**src/rtl/seq_chain_ctrl_if.sv**
```systemverilog
// rtl/seq_chain_ctrl_if.sv - control/status bundle between the chain sequencer, its controller and the sub-units
interface seq_chain_ctrl_if #(
  parameter int NUM_STAGES = 4,
  parameter int TMO_W      = 8,
  localparam int IDX_W     = $clog2(NUM_STAGES)
);
  logic                  start;
  logic                  abort;
  logic [NUM_STAGES-1:0] stage_en;
  logic [TMO_W-1:0]      timeout_cycles;
  logic [NUM_STAGES-1:0] done_vec;
  logic [NUM_STAGES-1:0] start_vec;
  logic                  done;
  logic                  error;
  logic                  busy;
  logic [IDX_W-1:0]      stage_idx;

  modport master (
    output start, abort, stage_en, timeout_cycles, done_vec,
    input  start_vec, done, error, busy, stage_idx
  );

  modport slave (
    input  start, abort, stage_en, timeout_cycles, done_vec,
    output start_vec, done, error, busy, stage_idx
  );
endinterface

```
**src/rtl/seq_chain_ctrl.sv**
```systemverilog
// rtl/seq_chain_ctrl.sv - Mealy sequencer pulsing enabled stages in order, with skip mask, per-stage timeout and abort
module seq_chain_ctrl #(
  parameter int NUM_STAGES = 4,
  parameter int TMO_W      = 8,
  localparam int IDX_W     = $clog2(NUM_STAGES)
) (
  input logic             clk,
  input logic             reset,
  seq_chain_ctrl_if.slave bus
);
  typedef enum logic {IDLE, WAIT} state_t;

  state_t                state, state_nxt;
  logic [IDX_W-1:0]      cur, cur_nxt;
  logic [TMO_W-1:0]      cnt, cnt_nxt;
  logic [NUM_STAGES-1:0] en_q, en_q_nxt;

  logic                  first_hit;
  logic [IDX_W-1:0]      first_idx;
  logic                  next_hit;
  logic [IDX_W-1:0]      next_idx;
  logic                  tmo_hit;
  logic [NUM_STAGES-1:0] start_vec_c;
  logic                  done_c;
  logic                  error_c;

  // Descending scan leaves the lowest matching index in the result.
  always_comb begin : find_stage
    first_hit = 1'b0;
    first_idx = '0;
    next_hit  = 1'b0;
    next_idx  = '0;
    for (int i = NUM_STAGES - 1; i >= 0; i--) begin
      if (bus.stage_en[i]) begin
        first_hit = 1'b1;
        first_idx = IDX_W'(i);
      end
      if (en_q[i] && (i > int'(cur))) begin
        next_hit = 1'b1;
        next_idx = IDX_W'(i);
      end
    end
  end

  assign tmo_hit = (bus.timeout_cycles != '0) &&
                   (cnt == bus.timeout_cycles - TMO_W'(1));

  always_comb begin : fsm_next
    state_nxt   = state;
    cur_nxt     = cur;
    cnt_nxt     = cnt;
    en_q_nxt    = en_q;
    start_vec_c = '0;
    done_c      = 1'b0;
    error_c     = 1'b0;
    case (state)
      IDLE: begin
        if (bus.start) begin
          en_q_nxt = bus.stage_en;
          if (first_hit) begin
            start_vec_c[first_idx] = 1'b1;
            state_nxt              = WAIT;
            cur_nxt                = first_idx;
            cnt_nxt                = '0;
          end else begin
            done_c = 1'b1;
          end
        end
      end
      WAIT: begin
        if (bus.abort) begin
          state_nxt = IDLE;
          cur_nxt   = '0;
          cnt_nxt   = '0;
        end else if (bus.done_vec[cur]) begin
          if (next_hit) begin
            start_vec_c[next_idx] = 1'b1;
            cur_nxt               = next_idx;
            cnt_nxt               = '0;
          end else begin
            done_c    = 1'b1;
            state_nxt = IDLE;
            cur_nxt   = '0;
            cnt_nxt   = '0;
          end
        end else if (tmo_hit) begin
          error_c   = 1'b1;
          state_nxt = IDLE;
          cur_nxt   = '0;
          cnt_nxt   = '0;
        end else if (cnt != '1) begin
          // Saturate so a disabled timeout can never wrap into a false hit.
          cnt_nxt = cnt + TMO_W'(1);
        end
      end
      default: state_nxt = IDLE;
    endcase
  end

  always_ff @(posedge clk or posedge reset) begin
    if (reset) begin
      state <= IDLE;
      cur   <= '0;
      cnt   <= '0;
      en_q  <= '0;
    end else begin
      state <= state_nxt;
      cur   <= cur_nxt;
      cnt   <= cnt_nxt;
      en_q  <= en_q_nxt;
    end
  end

  // Mealy pulses are masked so nothing escapes while reset is held.
  assign bus.start_vec = reset ? '0 : start_vec_c;
  assign bus.done      = done_c & ~reset;
  assign bus.error     = error_c & ~reset;
  assign bus.busy      = (state == WAIT);
  assign bus.stage_idx = (state == WAIT) ? cur : '0;
endmodule

```
**src/flat_wrapper.sv**
```systemverilog
// flat-port wrapper written by rule: the top's interface ports become plain ports
module seq_chain_ctrl_flat 
#(
  parameter int NUM_STAGES = 4,
  parameter int TMO_W      = 8,
  localparam int IDX_W     = $clog2(NUM_STAGES)
)
  (clk, reset, bus_start, bus_abort, bus_stage_en, bus_timeout_cycles, bus_done_vec, bus_start_vec, bus_done, bus_error, bus_busy, bus_stage_idx);
  seq_chain_ctrl_if #(.NUM_STAGES(NUM_STAGES), .TMO_W(TMO_W)) bus_i ();
  input logic clk;
  input logic reset;
  input wire logic [$bits(bus_i.start)-1:0] bus_start;
  input wire logic [$bits(bus_i.abort)-1:0] bus_abort;
  input wire logic [$bits(bus_i.stage_en)-1:0] bus_stage_en;
  input wire logic [$bits(bus_i.timeout_cycles)-1:0] bus_timeout_cycles;
  input wire logic [$bits(bus_i.done_vec)-1:0] bus_done_vec;
  output wire logic [$bits(bus_i.start_vec)-1:0] bus_start_vec;
  output wire logic [$bits(bus_i.done)-1:0] bus_done;
  output wire logic [$bits(bus_i.error)-1:0] bus_error;
  output wire logic [$bits(bus_i.busy)-1:0] bus_busy;
  output wire logic [$bits(bus_i.stage_idx)-1:0] bus_stage_idx;
  assign bus_i.start = bus_start;
  assign bus_i.abort = bus_abort;
  assign bus_i.stage_en = bus_stage_en;
  assign bus_i.timeout_cycles = bus_timeout_cycles;
  assign bus_i.done_vec = bus_done_vec;
  assign bus_start_vec = bus_i.start_vec;
  assign bus_done = bus_i.done;
  assign bus_error = bus_i.error;
  assign bus_busy = bus_i.busy;
  assign bus_stage_idx = bus_i.stage_idx;
  seq_chain_ctrl #(.NUM_STAGES(NUM_STAGES), .TMO_W(TMO_W)) u_core (.clk(clk), .reset(reset), .bus(bus_i));
endmodule
```
**config.mk**
```make
export PLATFORM = sky130hd
export DESIGN_NAME = seq_chain_ctrl_flat
export DESIGN_NICKNAME = d
export VERILOG_FILES = /design/src/rtl/seq_chain_ctrl_if.sv /design/src/rtl/seq_chain_ctrl.sv /design/src/flat_wrapper.sv
export SDC_FILE = /design/constraint.sdc
export NUM_CORES = 1
export LEC_CHECK = 0
export ABC_AREA = 1
export BUFFER_PORTS_ARGS = -buffer_cell sky130_fd_sc_hd__buf_2
export CAP_MARGIN = 10
export CELL_PAD_IN_SITES_DETAIL_PLACEMENT = 2
export CELL_PAD_IN_SITES_GLOBAL_PLACEMENT = 2
export CORE_UTILIZATION = 28
export DETAILED_ROUTE_END_ITERATION = 8
export PLACE_DENSITY = 0.84
export SLEW_MARGIN = 20
export SYNTH_ARGS = -nofsm -noshare
export SYNTH_HDL_FRONTEND = slang
export SYNTH_SLANG_ARGS = --single-unit
```
**constraint.sdc**
```tcl
create_clock -name clk -period 1.95 [get_ports clk]
set_input_delay 0.2925 -clock clk [delete_from_list [all_inputs] [get_ports clk]]
set_output_delay 0.2925 -clock clk [all_outputs]
set_load 0.05 [all_outputs]
```
==> results by group <==
STA
  • Worst slew margin: 68.75%
  • Fin. Hold Viols: 0
  • Min setup slack post-route: -146.1 ps
  • Worst slew pin tran: roughly 470 ps
  • Setup-failing EPs final: 5
  • Skew final: roughly 5.4 ps
  • Max Fclk: between 0.4 and 0.5 GHz
  • RSZ-0062 raised after global routing: yes
  • Final Max Tran Viols: 0
  • Min cycle time layout: around 2100 ps
  • Period utilization: 107.5%

Logic synthesis
  • Synthesis Warnings: 0
  • Sequential fraction of the synthesis area: 24.89%
  • Synthesized area per cell: 6.147 µm²
  • Post-synthesis register bit count: 14
  • Mapped cell area: 1408 µm²
  • Yosys cell types: 26
  • Syn_nets: between 200 and 300
  • Post-Synthesis Cells: approximately 230

Drt
  • Detailed Route WL: between 7000 and 8000 µm
  • DR vias: approximately 1900
  • Routed wire per std cell: 20.60 µm
  • Drt pass-1 iters: 4
  • DR iter-0 viols: 76
  • Antenna Nets Post-Route: 0
  • Via density: 5.068
  • # DRC: 0

Status
  • Failing checks: negative setup slack
  • Outcome: complete, but fails checks

Cells and area
  • Fill cells: between 500 and 600
  • Footprint of the multi-input gates: around 1100 µm²
  • Share of post-route cells with drive strength above 1: 45.36%
  • Synth-to-Final Area Change: 62.31%
  • Share of the core filled with cells: a little under half
  • Nets@finish: roughly 330
  • # diodes: 0
  • Sequential cell area: around 360 µm²

Critical path
  • Worst Path Required: approximately 1700 ps
  • Critical Path End Type: primary output
  • Worst R2R Setup Slack: approximately 70 ps
  • Worst Path Arrival: around 1800 ps
  • Startpoint types: flip-flop
  • Worst-path fanout max: 5
  • CP Class: reg2out

Place
  • HPWL Detailed: 4800 µm
  • Routability cong.: a little over 0.8
  • Pre-CTS setup slack: -261.5 ps
  • Buffers added on ports: 28

Clocking
  • Clk_lat worst skew: around 260 ps
  • TritonCTS Buffers: 3
  • H-Tree Depth: 1
  • Clock slew seen by the registers of the worst setup and hold paths: 70 ps
  • Root buffer cell: clkbuf_8
  • Max clock buf depth: 2
  • TritonCTS clock tree: built
  • Clk sink count: 14

Global route
  • Vias in the first global route: between 2000 and 2500
  • GRT Total Usage: about 28%
  • Largest net degree at the start of global routing: 15
  • Initial antenna violation count: 0
  • Grt total ovfl: 0
  • First-pass GRT wire length: 10690 µm

Worst hold path
  • Hold Crit Class: in2async

Power
  • Max VDD drop: between 0.6 and 0.7 mV
  • PwrDens: between 1000 and 1500 nW/µm²
  • Final Power: between 0.002 and 0.0025 W
  • Pleak: 1.120 nW

Floorplan
  • Num ports: 29
  • Die area: about 5300 µm²
  • Die Ht: 72.90 µm
  • Core Footprint: 4786 µm²
  • Num rows: 25
  • Horiz. Die Dim: about 73 µm
  • Initial core utilization: around 29%

Run
  • Max cap viols: 0
logic make-up (layout without fill, tap and decap cells):
group	after synthesis	count (layout)	share of synthesized area, %
XOR/XNOR	8	8	4.978
adder cells (fa/ha/maj)	2	2	1.777
AO/OA/AOI/OAI	25	25	11.29
buffers and inverters	46	119	12.27
AND/OR/NAND/NOR	134	134	44.80
flip-flops	14	14	24.89
registers in the layout (all words and copies together), names as in the netlist:
name,count
u_core.cur,2
u_core.en_q,3
u_core.cnt,8
u_core.bus.busy,1
final cells by class:
class | count | share of cell area [%]
Inverter | 46 | 7.667
Tap cell | 67 | 3.669
Timing Repair Buffer | 69 | 22.34
Multi-Input combinational cell | 169 | 48.36
Clock buffer | 4 | 2.410
Sequential cell | 14 | 15.55
cell usage after synthesis:
cell type  count  share of area [%]
o31ai_1        2                1.1
inv_1         41                 11
o21ai_1        6                2.1
nand3_1       28                 10
nand2_8        2                2.8
nand4_1        9                4.0
o21bai_1       1               0.53
nor2_1        21                5.6
o31ai_4        1                1.5
dfrtp_1       14                 25
xnor2_1        3                1.9
o21ai_0        4                1.4
inv_2          3               0.80
nor3_2         1               0.71
ha_1           2                1.8
nand2_2        3                1.3
xor2_1         5                3.1
o211ai_1       1               0.53
nor2_2         3                1.3
nand2_1       60                 16
a21oi_2        2                1.2
nand2_4        1               0.80
clkinv_1       2               0.53
nor3_1         5                1.8
a21oi_1        8                2.8
nor4_1         1               0.44
cells in the final DEF, fill, tap and decap left out, types with 3 or more instances in the layout:
master    count
dfrtp_1      10
nor2_4        3
nand3_2       4
o21ai_0       3
buf_6         6
xor2_1        4
nor2_1       13
clkbuf_8      4
nand2_1      51
buf_2        23
inv_1        31
inv_2        12
nand2_2      11
dfrtp_2       4
nor2_2        8
a21oi_1       4
nand4_1       9
a21oi_4       3
a21oi_2       3
buf_4        37
nor3_4        3
o21ai_1       6
nand3_1      23
stage by stage:
step	cells	hold slack (ps)	TNS (ps)	area [µm²]
2_1_floorplan	229	189.8	-126.6	1459
3_3_place_gp	350	438.4	-405.2	1891
3_5_place_dp	350	442.8	-1567	1891
4_1_cts	357	190.8	-184.8	2068
5_1_grt	369	213.4	-820.0	2285
6_report	369	191.4	-364.4	2285
worst max-delay path, stage by stage (launching register included):
cell	delay (ps)
dfrtp_2	460
nand2_1	160
nand3_4	100
nand2_4	100
inv_4	50
nor2_4	120
nand2_2	90
nor4_4	270
buf_6	190
layer usage:
layer  up-vias  GRT usage [%]  wire length (µm)
met5         -              0                 0
met4         0          8.061               131
met3        13          1.796               117
met2        34          52.02              4060
met1       944          33.16              3292
li1        879              -                 -
power breakdown:
part	switching [W]	internal [W]	total [W]
Sequential	0.0000824	0.000364	0.000446
Combinational	0.000963	0.000591	0.00155
Clock	0.000131	0.000180	0.000311
final timing paths:
path | to | cells past startpoint | start
hold / removal | u_core.cnt[4]$_DFFE_PP0P_ | 3 | reset
max in group asynchronous | u_core.cur[0]$_DFFE_PP0P_ | 3 | reset
min in group clk | u_core.en_q[2]$_DFFE_PP0P_ | 3 | bus_stage_en[2]
setup / recovery | bus_error | 8 | u_core.cur[0]$_DFFE_PP0P_
setup reg to reg | u_core.cnt[3]$_DFFE_PP0P_ | 8 | u_core.cnt[4]$_DFFE_PP0P_
hold reg to reg | u_core.en_q[2]$_DFFE_PP0P_ | 2 | u_core.en_q[2]$_DFFE_PP0P_
repair_timing:
action                     CTS  global route
gates cloned                 0             0
pin swaps                    4            14
hold buffers                 0             0
buffers inserted             3            12
setup endpoints to repair    6            11
gates resized for setup     29            40
No activity file was read; power rests on OpenSTA's default activity.
